`src/rtl/bsg_nasti_write_arbiter.sv`:
```
// bsg_nasti_write_arbiter
//   Shares one NASTI write port (AW/W/B) among num_clients_p memory clients.
//   AW: round-robin arbitration, client index spliced into the outgoing ID
//       between the payload and the client ID ({payload, client, id}).
//   W : beats follow AW grant order via a small FIFO of granted client indices.
//   B : routed back to the client named by the ID client field; out-of-range
//       client fields are accepted and dropped.
//   Optional build macro BSG_NASTI_WARB_FIXED_PRIO_EN: fixed priority
//   (lowest valid index wins) instead of round-robin.
// Ports
//   clk, reset                      clock, synchronous active-high reset
//   c_aw_v_i/c_aw_data_i/c_aw_ready_o  per-client AW, data {payload,id}
//   c_w_v_i/c_w_data_i/c_w_ready_o     per-client W, data {payload,last}
//   c_b_v_o/c_b_data_o/c_b_ready_i     per-client B valid, broadcast data
//   m_aw_*, m_w_*, m_b_*               shared master-side channels

// Small FIFO of granted client indices.
// Latency: a push is visible at the head the cycle after it is written.
// Backpressure: caller must not push when full_o or pop when empty_o.
module bsg_nasti_warb_fifo #(
   parameter int width_p = 3,
   parameter int els_p   = 4
) (
   input  logic               clk,
   input  logic               reset,
   input  logic               push_v_i,
   input  logic [width_p-1:0] push_data_i,
   input  logic               pop_i,
   output logic               full_o,
   output logic               empty_o,
   output logic [width_p-1:0] head_o
);
   localparam int pw_lp = (els_p > 1) ? $clog2(els_p) : 1;
   localparam int cw_lp = $clog2(els_p + 1);

   logic [width_p-1:0] mem_r [els_p];
   logic [pw_lp-1:0]   wptr_r, rptr_r;
   logic [cw_lp-1:0]   count_r;

   assign full_o  = (count_r == cw_lp'(els_p));
   assign empty_o = (count_r == '0);
   assign head_o  = mem_r[rptr_r];

   always_ff @(posedge clk) begin
      if (push_v_i) mem_r[wptr_r] <= push_data_i;
   end

   always_ff @(posedge clk) begin
      if (reset) begin
         wptr_r  <= '0;
         rptr_r  <= '0;
         count_r <= '0;
      end else begin
         if (push_v_i)
            wptr_r <= (wptr_r == pw_lp'(els_p - 1)) ? '0 : wptr_r + pw_lp'(1);
         if (pop_i)
            rptr_r <= (rptr_r == pw_lp'(els_p - 1)) ? '0 : rptr_r + pw_lp'(1);
         if (push_v_i && !pop_i)
            count_r <= count_r + cw_lp'(1);
         else if (!push_v_i && pop_i)
            count_r <= count_r - cw_lp'(1);
      end
   end
endmodule

// Write-port arbiter: AW round-robin (or fixed priority), W in grant order, B routed by ID.
// Latency: AW/W/B forwarding is combinational; W of a burst starts >=1 cycle after its AW.
// Backpressure: AW stalls when the pending-burst FIFO is full; ready follows master ready.
module bsg_nasti_write_arbiter #(
   parameter int num_clients_p = 5,
   parameter int id_width_p    = 5,
   parameter int aw_width_p    = 64,
   parameter int w_width_p     = 65,
   parameter int b_width_p     = 2,
   parameter int wfifo_els_p   = 4,
   localparam int lg_lp = (num_clients_p > 1) ? $clog2(num_clients_p) : 1
) (
   input  logic                                                clk,
   input  logic                                                reset,
   input  logic [num_clients_p-1:0]                            c_aw_v_i,
   input  logic [num_clients_p*(aw_width_p+id_width_p)-1:0]    c_aw_data_i,
   output logic [num_clients_p-1:0]                            c_aw_ready_o,
   input  logic [num_clients_p-1:0]                            c_w_v_i,
   input  logic [num_clients_p*w_width_p-1:0]                  c_w_data_i,
   output logic [num_clients_p-1:0]                            c_w_ready_o,
   output logic [num_clients_p-1:0]                            c_b_v_o,
   output logic [b_width_p+id_width_p-1:0]                     c_b_data_o,
   input  logic [num_clients_p-1:0]                            c_b_ready_i,
   output logic                                                m_aw_v_o,
   output logic [aw_width_p+lg_lp+id_width_p-1:0]              m_aw_data_o,
   input  logic                                                m_aw_ready_i,
   output logic                                                m_w_v_o,
   output logic [w_width_p-1:0]                                m_w_data_o,
   input  logic                                                m_w_ready_i,
   input  logic                                                m_b_v_i,
   input  logic [b_width_p+lg_lp+id_width_p-1:0]               m_b_data_i,
   output logic                                                m_b_ready_o
);
   localparam int aw_cw_lp = aw_width_p + id_width_p;
   localparam logic [lg_lp:0] num_clients_lp = (lg_lp + 1)'(num_clients_p);

   // ---------------- AW arbitration ----------------
   logic                 lock_r;
   logic [lg_lp-1:0]     lock_client_r;
   logic [lg_lp-1:0]     arb_grant;
   logic [lg_lp-1:0]     grant;
   logic [aw_cw_lp-1:0]  aw_word;
   logic                 aw_hs;
   logic                 fifo_full, fifo_empty, fifo_pop;
   logic [lg_lp-1:0]     fifo_head;

`ifdef BSG_NASTI_WARB_FIXED_PRIO_EN
   always_comb begin
      arb_grant = '0;
      // Scan downward so the lowest valid index is the last (winning) write.
      for (int i = num_clients_p - 1; i >= 0; i--) begin
         if (c_aw_v_i[lg_lp'(i)]) arb_grant = lg_lp'(i);
      end
   end
`else
   logic [lg_lp-1:0] last_grant_r;
   logic             rr_found;
   int               rr_idx;

   always_comb begin
      arb_grant = '0;
      rr_found  = 1'b0;
      rr_idx    = 0;
      // Start just after the previous winner; one subtraction wraps since
      // last_grant_r + 1 + i never reaches 2*num_clients_p.
      for (int i = 0; i < num_clients_p; i++) begin
         rr_idx = int'(last_grant_r) + 1 + i;
         if (rr_idx >= num_clients_p) rr_idx = rr_idx - num_clients_p;
         if (!rr_found && c_aw_v_i[lg_lp'(rr_idx)]) begin
            rr_found  = 1'b1;
            arb_grant = lg_lp'(rr_idx);
         end
      end
   end
`endif

   // Once offered and stalled, the grant is frozen so the master sees a stable word.
   assign grant    = lock_r ? lock_client_r : arb_grant;
   assign aw_word  = c_aw_data_i[grant*aw_cw_lp +: aw_cw_lp];
   assign m_aw_v_o = (lock_r | (|c_aw_v_i)) & ~fifo_full;
   assign aw_hs    = m_aw_v_o & m_aw_ready_i;
   assign m_aw_data_o = {aw_word[aw_cw_lp-1:id_width_p], grant, aw_word[id_width_p-1:0]};

   always_comb begin
      c_aw_ready_o = '0;
      if (aw_hs) c_aw_ready_o[grant] = 1'b1;
   end

   always_ff @(posedge clk) begin
      if (reset) begin
         lock_r        <= 1'b0;
         lock_client_r <= '0;
`ifndef BSG_NASTI_WARB_FIXED_PRIO_EN
         last_grant_r  <= lg_lp'(num_clients_p - 1);
`endif
      end else if (aw_hs) begin
         lock_r        <= 1'b0;
`ifndef BSG_NASTI_WARB_FIXED_PRIO_EN
         last_grant_r  <= grant;
`endif
      end else if (m_aw_v_o) begin
         lock_r        <= 1'b1;
         lock_client_r <= grant;
      end
   end

   // ---------------- W forwarding ----------------
   logic [lg_lp-1:0]     w_head;
   logic [w_width_p-1:0] w_word;

   bsg_nasti_warb_fifo #(
      .width_p (lg_lp),
      .els_p   (wfifo_els_p)
   ) pending_fifo (
      .clk         (clk),
      .reset       (reset),
      .push_v_i    (aw_hs),
      .push_data_i (grant),
      .pop_i       (fifo_pop),
      .full_o      (fifo_full),
      .empty_o     (fifo_empty),
      .head_o      (fifo_head)
   );

   // Steer to client 0 when empty so an unwritten slot never drives the muxes.
   assign w_head     = fifo_empty ? '0 : fifo_head;
   assign w_word     = c_w_data_i[w_head*w_width_p +: w_width_p];
   assign m_w_v_o    = ~fifo_empty & c_w_v_i[w_head];
   assign m_w_data_o = w_word;
   assign fifo_pop   = m_w_v_o & m_w_ready_i & w_word[0];

   always_comb begin
      c_w_ready_o = '0;
      c_w_ready_o[w_head] = ~fifo_empty & m_w_ready_i;
   end

   // ---------------- B routing ----------------
   logic [lg_lp-1:0] b_client;
   logic             b_client_ok;

   assign b_client    = m_b_data_i[id_width_p +: lg_lp];
   assign b_client_ok = ({1'b0, b_client} < num_clients_lp);
   assign c_b_data_o  = {m_b_data_i[id_width_p+lg_lp +: b_width_p], m_b_data_i[id_width_p-1:0]};
   // Responses for nonexistent clients are swallowed so the master never hangs.
   assign m_b_ready_o = b_client_ok ? c_b_ready_i[b_client] : 1'b1;

   always_comb begin
      c_b_v_o = '0;
      for (int k = 0; k < num_clients_p; k++) begin
         c_b_v_o[k] = m_b_v_i & (b_client == lg_lp'(k));
      end
   end
endmodule

```
`config.mk`:
```
export PLATFORM = sky130hd
export DESIGN_NAME = bsg_nasti_write_arbiter
export DESIGN_NICKNAME = d
export VERILOG_FILES = /design/src/rtl/bsg_nasti_write_arbiter.sv
export SDC_FILE = /design/constraint.sdc
export NUM_CORES = 1
export LEC_CHECK = 0
export BUFFER_PORTS_ARGS = -buffer_cell sky130_fd_sc_hd__buf_2
export CORE_AREA = 2 2 338 340
export CTS_CLUSTER_SIZE = 20
export DETAILED_ROUTE_END_ITERATION = 8
export DIE_AREA = 0 0 340 342
export PLACE_DENSITY = 0.3
export SLEW_MARGIN = 20
export SYNTH_ARGS = -nofsm -noshare
export SYNTH_HDL_FRONTEND = slang
export SYNTH_SLANG_ARGS = --single-unit
```
`constraint.sdc`:
```
create_clock -name clk -period 8.41 [get_ports clk]
set_input_delay 1.2615 -clock clk [delete_from_list [all_inputs] [get_ports clk]]
set_output_delay 1.2615 -clock clk [all_outputs]
set_load 0.05 [all_outputs]
```
# Yosys cells after proc, flatten, opt, wreduce, memory -nomap -nowiden
# Memories as Yosys holds them, arrays and structs flattened. A register that Yosys moved wholly into a read port is not among the register bits.
# Index checks and enable logic that the tools add are counted.
[totals]
ram_bits = 12
register_bits = 14
memories = 1
[mem_list]
columns = ["name", "depth", "width", "rd", "rd_ports_with_merged_regs", "write_ports", "line_no", "rtl"]
rows = [
  ["pending_fifo.mem_r", 4, 3, 1, 1, 1, "36", "logic [width_p-1:0] mem_r [els_p];"],
]
[classes]
n_addsub = 14
n_mux = 49
shifts = 2
reduce_logical = 20
multipliers = 2
eq_ne = 7
magnitude_cmp = 16
bitwise_logic = 16
[ops]
columns = ["op", "count"]
rows = [
  ["$shiftx A345 B11 Y69", 1],
  ["$shiftx A325 B11 Y65", 1],
  ["$mux W3", 14],
  ["$lt A3 B5 Y1 const B", 5],
  ["$bmux W1 S3", 7],
  ["$mux W1", 21],
  ["$ge A5 B3 Y1 const B", 4],
  ["$mul A3 B7 Y10 const B", 2],
  ["$sub A3 B3 Y3 const B", 5],
  ["$lt A3 B4 Y1 const B", 3],
  ["$and A1 B1 Y1", 11],
  ["$add A4 B2 Y5 const B", 2],
  ["$logic_and A1 B1 Y1", 8],
  ["$mux W2", 4],
  ["$demux W1 S3", 2],
  ["$eq A3 B2 Y1 const B", 2],
  ["$eq A3 B3 Y1 const B", 2],
  ["$ge A3 B1 Y1 const B", 2],
  ["$logic_not A1 Y1", 6],
  ["$logic_not A3 Y1", 2],
  ["$add A4 B1 Y5 const B", 1],
  ["$add A4 B3 Y5 const B", 1],
  ["$and A5 B5 Y5", 1],
  ["$mux W5", 1],
  ["14 further kinds", 18],
]

# Longest topological paths before layout
# Gate-level depths: netlist of run 1.
[logic_depth]
ltp_word = 25
mapped_depth = 18
ltp_nobuf = 14

# Cells and area by module
# Synthesis of run 1 repeated with hierarchy kept, for this count alone.
[hier_totals]
hier_cells = 1080
hier_area_um2 = 7795.0
[modules_own_cells]
columns = ["mod", "area_each_um2", "cells_per_inst", "n_inst", "seq_area_each_um2"]
rows = [
  ["bsg_nasti_write_arbiter", 6926.6, 1021, 1, 140.1],
  ["bsg_nasti_warb_fifo", 868.3, 59, 1, 540.5],
]

# Worst setup path before layout of run 1
# No wires, ideal clock.
[synth_path]
path_kind = "register to output"
start = "register last_grant_r[0]"
end = "output port c_aw_ready_o[0]"
required_time_ps = 7148
path_stages_with_launch = 15
arrival_time_ps = 4705
slack_ps = 2444
cell_sequence = "dfxtp_1 -> buf_4 -> inv_2 -> ha_1 -> buf_2 -> mux2_2 -> o221ai_1 -> a211oi_1 -> a211oi_1 -> o21bai_1 -> nand2b_1 -> o2111a_1 -> nor2_1 -> inv_1 -> nor3_1"
[synth_between]
elab_chain_cells = 25
[synth_rtl]
columns = ["element", "line_no", "rtl"]
rows = [
  ["start: declaration", "121", "logic [lg_lp-1:0] last_grant_r;"],
  ["start signal: assignment", "159", "last_grant_r <= lg_lp'(num_clients_p - 1);"],
  ["start signal: assignment", "164", "last_grant_r <= grant;"],
  ["$add A3 B1 Y4 *", "132", "rr_idx = int'(last_grant_r) + 1 + i;"],
  ["parallel branches: the longest is 17 deep, another holds $add A4 B1 Y5", "--", ""],
  ["$mux W3 *", "134", "if (!rr_found && c_aw_v_i[lg_lp'(rr_idx)]) begin"],
  ["$mux W3 *", "143", "assign grant = lock_r ? lock_client_r : arb_grant;"],
  ["via m_aw_data_o[6]", "90", "output logic [aw_width_p+lg_lp+id_width_p-1:0] m_aw_data_o,"],
  ["$lt A3 B4 Y1 (implied by the code) / $ge A3 B1 Y1 (equally long branches)", "151", "if (aw_hs) c_aw_ready_o[grant] = 1'b1;"],
  ["$logic_and A1 B1 Y1 (implied by the code)", "151", ""],
  ["$mux W1 (implied by the code)", "151", ""],
  ["$demux W1 S3 *", "151", ""],
  ["$mux W5 *", "151", ""],
  ["end: declaration", "82", "output logic [num_clients_p-1:0] c_aw_ready_o,"],
]
# Mark *: on every way through the listed nets, which the timed path passes. The select of a mux whose other input is x is not followed.

# Final worst setup path of run 1
[layout_path]
start = "register last_grant_r[0]"
end = "output port m_aw_data_o[48]"
[layout_between]
elab_chain_cells = 22
[layout_rtl]
columns = ["element", "line_no", "rtl"]
rows = [
  ["$add A3 B1 Y4 *", "132", ""],
  ["parallel branches: the longest is 17 deep, another holds $add A4 B1 Y5", "--", ""],
  ["$mux W3 *", "134", ""],
  ["$mux W3 *", "143", ""],
  ["$mul A3 B7 Y10 *", "144", "assign aw_word = c_aw_data_i[grant*aw_cw_lp +: aw_cw_lp];"],
  ["$shiftx A345 B11 Y69 *", "144", ""],
  ["end: declaration", "90", ""],
]
# Every way passes the cells marked *. The select of a mux whose other input is x is not followed.

==> impl_results.md, run 1 <==
- Sink Count: 28
- Final setup skew: 2.92 ps
- Initial antenna violation count: 66
- Die Span X: 340 microns
- First-pass GRT wire length: about 120 mm
- Ys flop type: dfxtp_1
- WL per Instance: 25.0 microns
- DP HPWL: about 76 mm
- Period utilization: 0.898
- Slowest stage delay, CP: 890 ps
- Min-delay worst type: reg -> reg
- Peak Freq: roughly 130 MHz
- Slew Limit Fails: 0
- Core Area: 113000 sq um
- Seq/Total Area, Yosys: 0.0699
- Via density: 4.02
- CP startpoint kind: flip-flop
- Synth cell types: 75
- Synth Register Bits: 28
- Clock Path Buffers: 2
- Post-route ant nets: 0
- Starting Density: 0.0861
- Syn Area/Cell: slightly below 7 sq um
- TritonCTS clock tree: done
- Synth Warn #: 0
- Largest net degree at the start of global routing: around 140
- DIE HEIGHT: 342 microns
- Synthesis-to-finish area growth: 59.3%
- Rel. slew slack: 0.321
- Final WL: just over 90 mm
- TNS Setup: 0 ps
- Worst Hold End: pending_fifo.wptr_r[1]$_SDFFE_PP0P_
- Final nets: about 2800
- Hold Buf Count CTS: 0
- Reg clk slew, reported paths: 70 ps
- Post-synthesis instance area: between 9000 and 10000 sq um
- Top cells by area, synth: mux2i_1 (15%), a21oi_1 (7.5%), o211a_1 (7.2%)
- R2R depth: 15
- Total CTS buffers: 3
- Slew @ Worst Pin: between 1000 and 1500 ps
- CTS root buffer: clkbuf_16
- Routed vias: 14700
- Unrepaired setup endpoints after global routing: false
- DRT Pass-1 Iters: 5
- # DRC: 0
- Initial drt markers: about 780
- Status: complete, no violations
- Hold depth: 2
- CP endpoint kind: primary output
- HP Start: pending_fifo.wptr_r[1]$_SDFFE_PP0P_
- Site Rows: between 100 and 150
- Synth cell count leaders: nand2_1 (152), a21oi_1 (146), inv_1 (146), mux2i_1 (146), clkbuf_1 (84)
- Cell accounting for the most synthesized area: mux2i_1
- Max cap viols: 0
- PostCTS Resize Cnt: 0
- GR Overflow Total: 0
- Fin. Hold Viols: 0
- Final GP Congestion: approximately 0.85
- EDFF count, synth: 12
- Worst-path cell chain: buf_4 -> inv_2 -> ha_1 -> and4bb_2 -> a311o_1 -> nor2_1 -> mux2_4 -> a311o_1 -> or4_1 -> a21oi_4 -> o31ai_4 -> buf_4 -> nand3_4 -> buf_4 -> o221ai_1 -> buf_2
- Layout cells sized above 1: 0.433
- Clock Latency Late Sink: about 260 ps
- Slowest-stage cell, CP: ha_1
- Critical path fanouts, max: 69
- Cells after synthesis: ~1400
- FF-to-FF End: last_grant_r[0]$_SDFFE_PP0P_
- Vias in the first global route: ~14000
- Top-area cell type share of the netlist area: 0.150
- CTS H-tree depth: 1
- CP Class: reg -> out
- Overall routing resource usage: 0.146
- Async SR Flop Fraction: 0
- CP most frequent cell: buf_4
- Crit path arrival time: around 6300 ps
- Critical Path RT: between 7000 and 8000 ps
- DIE AREA: 116000 sq um
- Worst R2R Start: last_grant_r[0]$_SDFFE_PP0P_
- Period minus WS final: roughly 7600 ps
- Post-CTS setup repair buffer count: 0
- R2R Setup Slk: 3320 ps
- # setup viols final: 0
- Post-synth net total: about 2100
- Most common cell in the synthesized netlist: nand2_1
- Final hold slack: around 500 ps
- I/O Pins: around 860
- Buffers on Ports: 847
[state kept, by name, summed over array words and instances (netlist names), named ones only]
name and flops:
pending_fifo.wptr_r 2, lock_client_r 3, pending_fifo.count_r 3, pending_fifo.rptr_r 2, pending_fifo.mem_r 12, last_grant_r 3
lock_r 1
[worst max path at each step]
stage                                       from               to  slack, ps
finish              last_grant_r[0]$_SDFFE_PP0P_  m_aw_data_o[48]        860
global placement    last_grant_r[0]$_SDFFE_PP0P_  m_aw_data_o[57]       1220
CTS                 last_grant_r[0]$_SDFFE_PP0P_  m_aw_data_o[57]        920
detailed placement  last_grant_r[0]$_SDFFE_PP0P_  m_aw_data_o[57]       1230
global route        last_grant_r[0]$_SDFFE_PP0P_  m_aw_data_o[57]        470
floorplan           last_grant_r[0]$_SDFFE_PP0P_  c_aw_ready_o[0]       2440
[layer usage]
layer | routed length, microns | vias to the layer above | global-route usage
met4 | 1280 | 72 | 0.0140
met3 | 7700 | 145 | 0.0428
li1 | - | 6835 | -
met5 | 444 | - | 0
met2 | 49000 | 752 | 0.287
met1 | 32900 | 6884 | 0.157
[cell families (layout without fill, tap and decap cells)]
group | Yosys count | after routing | synth area share
and+or+nand+nor | 272 | 272 | 0.129
adders and majority gates | 14 | 14 | 0.0188
muxes | 155 | 155 | 0.167
buffers and inverters | 317 | 1027 | 0.143
xor gates and xnor gates | 5 | 5 | 0.00591
other | 0 | 7 | 0
DFF | 28 | 28 | 0.0699
AOI/OAI and AO/OA | 630 | 630 | 0.467
[cells in the final DEF, fill, tap and decap left out, types with 13 or more instances in the layout]
cell type / Yosys / routed
a21oi_1: 146 / 146
a22oi_1: 70 / 70
buf_2: 41 / 847
buf_4: 18 / 19
dfxtp_1: 16 / 15
ha_1: 13 / 13
inv_1: 146 / 146
mux2i_1: 146 / 146
nand2_1: 152 / 151
nor2_1: 32 / 31
nor3_1: 20 / 20
o211a_1: 70 / 70
o21ai_0: 80 / 80
o221ai_1: 60 / 60
o22ai_1: 69 / 69
o41ai_1: 69 / 69
[cell type report]
class	count	area, sq um
multi-input cells	1076	7740
repair buffers	872	4500
diodes	7	17.5
clock buffers	3	75.1
inverters	151	568
flip-flops and latches	28	684
fillers	13300	97600
well taps	1512	1890
clock inverters	1	30.0
[worst max-delay path: cells and delay by family (launching register included)]
kind | cells | cell delay (ps)
buffers and inverters | 5 | 1810
AOI/OAI and AO/OA | 5 | 1300
and+or+nand+nor | 4 | 1250
DFF | 1 | 310
adders and majority gates | 1 | 890
muxes | 1 | 350
[through the flow]
stage                     instances   util  worst slack (ps)  cell area, sq um
after floorplan                1421      -              2440              9740
after global placement         3639  0.136              1220             15400
after detailed placement       3639  0.136              1230             15400
after CTS                      3643  0.137               920             15500
after global routing           3647  0.137               468             15500
final                          3650  0.137               856             15500
Power of run 1 is left out: the tool's default activity adds up to more than one toggle a clock period on the data nets, which glitch-free logic cannot reach.
==> run 2: changes to the inputs <==
==> constraint.sdc (replaced) <==
create_clock -name clk -period 8.41 [get_ports clk]
set_input_delay 0.4205 -clock clk [delete_from_list [all_inputs] [get_ports clk]]
set_output_delay 0.4205 -clock clk [all_outputs]
set_load 0.05 [all_outputs]
==> run 2 against run 1 <==
Critical path depth is 1 lower. Routed wire length up 4.3%. Global-route usage is 0.70 points higher. Setup slack better by 970 ps. Via count rose by 0.51%. Cell count increased by 0.47%. Cell area is 0.13% higher. Clock-buffer cell count is 1 higher. Register-to-register slack got worse by 20 ps. Fmax rose by 15%. Worst hold slack lost 3.7 ps.
==> impl_results.md, run 2 (synthesized netlist as in run 1, its figures left out) <==
- Clock Latency Late Sink: 260 ps (about the same)
- Unrepaired setup endpoints after global routing: false
- Worst-path cell chain: buf_4 -> ha_1 -> and2b_1 -> o31ai_1 -> xnor2_1 -> mux2i_1 -> o21bai_1 -> a21boi_0 -> a21oi_4 -> o31ai_4 -> buf_4 -> buf_4 -> mux2i_1 -> o221ai_1 -> buf_2
- Worst Hold End: pending_fifo.wptr_r[1]$_SDFFE_PP0P_
- Hold Buf Count CTS: 0 (unchanged)
- Period minus WS final: 6580 ps (-972 ps)
- WL per Instance: 26.0 microns (+3.8%)
- Site Rows: 124 (unchanged)
- Hold depth: 2 (unchanged)
- CTS root buffer: clkbuf_16
- Synthesis-to-finish area growth: 59.5%
- Sink Count: 28 (unchanged)
- PostCTS Resize Cnt: 0 (unchanged)
- Initial drt markers: 916 (+17%)
- FF-to-FF End: last_grant_r[0]$_SDFFE_PP0P_
- GR Util met2: 0.291 (+0.00429)
- Levels on crit path: 15 (-1)
- CP Buf/Inv Count: 4 (-1)
- Routed vias: 14800 (+0.51%)
- Largest net degree at the start of global routing: 139 (unchanged)
- TritonCTS clock tree: done
- Slowest-stage cell, CP: ha_1
- DIE HEIGHT: 342 microns (unchanged)
- Met3 usage: 0.0516 (+0.00882)
- CP startpoint kind: flip-flop
- Fin. Hold Viols: 0 (unchanged)
- CP delay by family, top: buffers and inverters
- CP endpoint kind: primary output
- Final GP Congestion: 0.833 (-2.3%)
- Die Span X: 340 microns (unchanged)
- Area of the multi-input gates: 7740 sq um (about the same)
- Max cap viols: 0 (unchanged)
- CTS H-tree depth: 1 (unchanged)
- CP Class: reg -> out
- I/O Pins: 862 (unchanged)
- Final WL: 95.2 mm (+4.3%)
- Clock Path Buffers: 2 (unchanged)
- Largest Register: pending_fifo.mem_r
- Layout cells sized above 1: 0.435 (+0.00265)
- Total CTS buffers: 3 (unchanged)
- Register area: 684 sq um (unchanged)
- Critical path fanouts, max: 37 (-46%)
- TNS Setup: 0 ps (unchanged)
- Slowest stage delay, CP: 690 ps (-200 ps)
- # fillers: 13300 (+0.068%)
- Critical Path RT: 7990 ps (+840 ps)
- R2R depth: 14 (-1)
- R2R Setup Slk: 3300 ps (-20 ps)
- GR Layer Usage met1: 0.164 (+0.00711)
- Core Area: 113000 sq um (unchanged)
- DP HPWL: 80.8 mm (+5.7%)
- DRT Pass-1 Iters: 8 (+3)
- Final nets: 2856 (+0.35%)
- Overall routing resource usage: 0.153 (+0.00697)
- Vias in the first global route: 14700 (+2.9%)
- Rel. slew slack: 0.421 (+0.100)
- # setup viols final: 0 (unchanged)
- Post-CTS setup repair buffer count: 0 (unchanged)
- First-pass GRT wire length: 125 mm (+3.9%)
- Max reg flops: 12 (unchanged)
- Final setup skew: 6.23 ps (+3.31 ps)
- Status: complete, no violations
- GR peak layer: met2
- Min-delay worst type: reg -> reg
- CP most frequent cell: buf_4
- Most frequent cells in the layout: buf_2 (847), nand2_1 (151), a21oi_1 (146), inv_1 (146), mux2i_1 (145)
- Commonest non-fill, non-tap cell in the layout: buf_2
- Worst R2R Start: last_grant_r[0]$_SDFFE_PP0P_
- Starting Density: 0.0861 (unchanged)
- HP Start: pending_fifo.wptr_r[1]$_SDFFE_PP0P_
- Slew @ Worst Pin: 869 ps (-150 ps)
- Via density: 4.03 (about the same)
- Crit path arrival time: 6160 ps (-130 ps)
- Buffers on Ports: 847 (unchanged)
- DIE AREA: 116000 sq um (unchanged)
- Slew Limit Fails: 0 (unchanged)
- Period utilization: 0.783 (-0.116)
- Post-route ant nets: 0 (unchanged)
- GR Overflow Total: 0 (unchanged)
- Reg clk slew, reported paths: 70 ps (about the same)
- # DRC: 0 (unchanged)
- Initial antenna violation count: 72 (+9.1%)
- Peak Freq: 152 MHz (+15%)
-- run 2: per-stage QoR --
stage / area, sq um / hold slack (ps) / utilization / setup WS, ps / instances
2_1_floorplan: 9740 / 451 / - / 3280 / 1421
3_3_place_gp: 15400 / 479 / 0.136 / 2230 / 3649
3_5_place_dp: 15400 / 485 / 0.136 / 2230 / 3649
4_1_cts: 15500 / 505 / 0.137 / 1890 / 3653
5_1_grt: 15500 / 517 / 0.137 / 1420 / 3662
6_report: 15500 / 501 / 0.137 / 1830 / 3667
-- run 2: layout make-up --
type                            count  area share
Multi-Input combinational cell   1076       0.499
Timing Repair Buffer              882       0.292
Tap cell                         1512       0.122
Sequential cell                    28      0.0441
Inverter                          151      0.0366
Clock buffer                        4     0.00508
Antenna cell                       14     0.00226
-- run 2: layer usage --
metal | up-vias | part of all wire | wire [microns]
li1 | 6862 | - | -
met1 | 6951 | 0.36 | 34500
met3 | 140 | 0.092 | 8750
met2 | 732 | 0.53 | 50100
met5 | - | 0.0050 | 478
met4 | 78 | 0.015 | 1430
-- run 2: worst max-delay path by stage --
stage	startpoint	end	slack [ps]
floorplan	last_grant_r[0]$_SDFFE_PP0P_	c_aw_ready_o[0]	3280
global placement	last_grant_r[1]$_SDFFE_PP0P_	m_aw_data_o[64]	2230
global route	last_grant_r[0]$_SDFFE_PP0P_	m_aw_data_o[50]	1420
CTS	last_grant_r[0]$_SDFFE_PP0P_	m_aw_data_o[50]	1890
finish	last_grant_r[0]$_SDFFE_PP0P_	m_aw_data_o[50]	1830
detailed placement	last_grant_r[0]$_SDFFE_PP0P_	m_aw_data_o[50]	2230
-- run 2: worst reg2reg max path: stages (launching register included) --
cell and delay, ps:
dfxtp_1 360, buf_4 370, ha_1 700, nand2b_1 170, a311o_1 410, nor2_1 250, mux2_4 340, a311o_1 420
or4_1 580, a21oi_4 400, o31ai_4 150, buf_4 340, inv_2 250, nand2_1 160, a21oi_1 160
Power of run 2 is left out for the same reason.
==> run 3: changes to the inputs <==
==> constraint.sdc (replaced) <==
create_clock -name clk -period 5.95 [get_ports clk]
set_input_delay 0.2975 -clock clk [delete_from_list [all_inputs] [get_ports clk]]
set_output_delay 0.2975 -clock clk [all_outputs]
set_load 0.05 [all_outputs]
==> run 3 against run 2 <==
Non-clock buffer count grew 2. Cell count shrank 0.11%. Critical path type unchanged. Via count shrank 0.79%. First-iteration DRC count shrank 12%. Register-to-register slack lost 1800 ps.
==> impl_results.md, run 3 (synthesized netlist as in run 1, its figures left out) <==
- Sink Count: 28 (unchanged)
- Max cap viols: 0 (unchanged)
- Synthesis-to-finish area growth: 67.7%
- Final WL: 88.9 mm (-6.6%)
- Hold depth: 2 (unchanged)
- CTS root buffer: clkbuf_16
- Total CTS buffers: 3 (unchanged)
- # setup viols final: 0 (unchanged)
- Min-delay worst type: in -> reg
- Worst R2R Start: last_grant_r[0]$_SDFFE_PP0P_
- Final nets: 2858 (+0.070%)
- Post-CTS setup repair buffer count: 0 (unchanged)
- R2R depth: 15 (+1)
- DIE HEIGHT: 342 microns (unchanged)
- Clock Path Buffers: 2 (unchanged)
- CP Class: reg -> out
- DP HPWL: 73.9 mm (-8.5%)
- First-pass GRT wire length: 118 mm (-5.5%)
- Routed vias: 14600 (-0.79%)
- PostCTS Resize Cnt: 1 (+1)
- Worst Hold End: lock_r$_SDFFE_PP0P_
- Vias in the first global route: 14300 (-2.6%)
- WL per Instance: 24.3 microns (-6.5%)
- CP startpoint kind: flip-flop
- Critical Path RT: 5650 ps (-2340 ps)
- Register area: 684 sq um (unchanged)
- Reg clk slew, reported paths: 80 ps (about the same)
- Core Area: 113000 sq um (unchanged)
- Clock Latency Late Sink: 270 ps (about the same)
- Slowest-stage cell, CP: or4_1
- Crit path arrival time: 5320 ps (-840 ps)
- Status: complete, no violations
- TNS Setup: 0 ps (unchanged)
- TritonCTS clock tree: done
- # fillers: 13200 (-0.86%)
- Peak Freq: ~180 MHz
- FF-to-FF End: last_grant_r[0]$_SDFFE_PP0P_
- Initial drt markers: 806 (-12%)
- Initial antenna violation count: 58 (-19%)
- Starting Density: 0.0861 (unchanged)
- I/O Pins: 862 (unchanged)
- GR Overflow Total: 0 (unchanged)
- Fin. Hold Viols: 0 (unchanged)
- Max reg flops: 12 (unchanged)
- HP Start: reset
- Area of the multi-input gates: 7740 sq um (about the same)
- Period utilization: 0.944
- Die Span X: 340 microns (unchanged)
- Largest net degree at the start of global routing: 125 (-10%)
- # DRC: 0 (unchanged)
- DRT Pass-1 Iters: 5 (-3)
- CTS H-tree depth: 1 (unchanged)
- Site Rows: 124 (unchanged)
- DIE AREA: 116000 sq um (unchanged)
- Period minus WS final: about 5600 ps
- Slew Limit Fails: 0 (unchanged)
- Hold Buf Count CTS: 0 (unchanged)
- Final GP Congestion: 0.802 (-3.7%)
- Overall routing resource usage: 0.142 (-0.0114)
- Largest Register: pending_fifo.mem_r
- Final hold slack: 398 ps (-103 ps)
- Most frequent cells in the layout: buf_2 (801), nand2_1 (151), a21oi_1 (146), inv_1 (146), mux2i_1 (146)
- CP endpoint kind: primary output
- R2R Setup Slk: 1510 ps (-1790 ps)
- Worst-path cell chain: inv_2 -> ha_1 -> and3_1 -> a311o_1 -> nor2_1 -> mux2_4 -> a311o_1 -> or4_1 -> a21oi_4 -> buf_12 -> buf_4 -> o41ai_1 -> o21ai_0 -> o221ai_1 -> buf_2
- CP most frequent cell: a311o_1
- Unrepaired setup endpoints after global routing: false
- Buffers on Ports: 847 (unchanged)
- Critical path fanouts, max: 119 (+220%)
- Commonest non-fill, non-tap cell in the layout: buf_2
- Slowest stage delay, CP: 550 ps (-140 ps)
- Rel. slew slack: 0.278 (-0.143)
- Final setup skew: 8.55 ps (+2.32 ps)
- Slew @ Worst Pin: 1080 ps (+215 ps)
- Via density: 4.00 (-0.68%)
- Layout cells sized above 1: 0.436 (+0.000527)
- Post-route ant nets: 0 (unchanged)
[run 3: cell types whose count changed in the layout (fill, tap and decap cells not counted), sizes merged]
| cell | change |
|---|---|
| buf | +2 |
| diode | -6 |
| clkbuf | -1 |
| bufinv | +1 |
[run 3: how the worst max path moves through the flow]
stage / from / to / slack, ps / depth (start not counted)
6_report: last_grant_r[0]$_SDFFE_PP0P_ / m_aw_data_o[19] / 330 / 15
5_1_grt: last_grant_r[0]$_SDFFE_PP0P_ / m_aw_data_o[64] / 70 / 15
4_1_cts: last_grant_r[0]$_SDFFE_PP0P_ / m_aw_data_o[64] / 210 / 15
3_5_place_dp: last_grant_r[0]$_SDFFE_PP0P_ / m_aw_data_o[64] / 290 / 15
3_3_place_gp: last_grant_r[0]$_SDFFE_PP0P_ / m_aw_data_o[64] / 290 / 15
2_1_floorplan: last_grant_r[0]$_SDFFE_PP0P_ / c_aw_ready_o[0] / 950 / 14
[run 3: per-stage QoR]
stage	cell area [sq um]	util	cells	setup slack [ps]
global route	16300	0.144	3659	72.8
floorplan	9740	-	1421	948
finish	16300	0.144	3663	332
detailed placement	16200	0.143	3651	289
global placement	16200	0.143	3651	290
CTS	16300	0.144	3655	207
[run 3: final cells by class]
type	count	area share
timing repair buffer	884	0.326
inverter	151	0.0348
multi-input combinational	1076	0.474
clock buffer	3	0.00460
tap	1512	0.116
antenna	8	0.00123
sequential	28	0.0419
clock inverter	1	0.00184
[run 3: metal layers]
| layer | share of wire | track usage |
|---|---|---|
| met5 | 0.0028 | 0 |
| met4 | 0.014 | 0.0185 |
| met3 | 0.065 | 0.0285 |
| met2 | 0.53 | 0.276 |
| met1 | 0.39 | 0.160 |
[run 3: worst max-delay path, delay by kind of cell, from the launching register on]
kind | cells | cell delay [ps]
AO/OA/AOI/OAI | 6 | 1470
buffers and inverters | 4 | 1170
AND/OR/NAND/NOR | 3 | 1030
flip-flops | 1 | 470
adder cells (fa/ha/maj) | 1 | 370
multiplexers | 1 | 340
Power of run 3 is left out for the same reason.
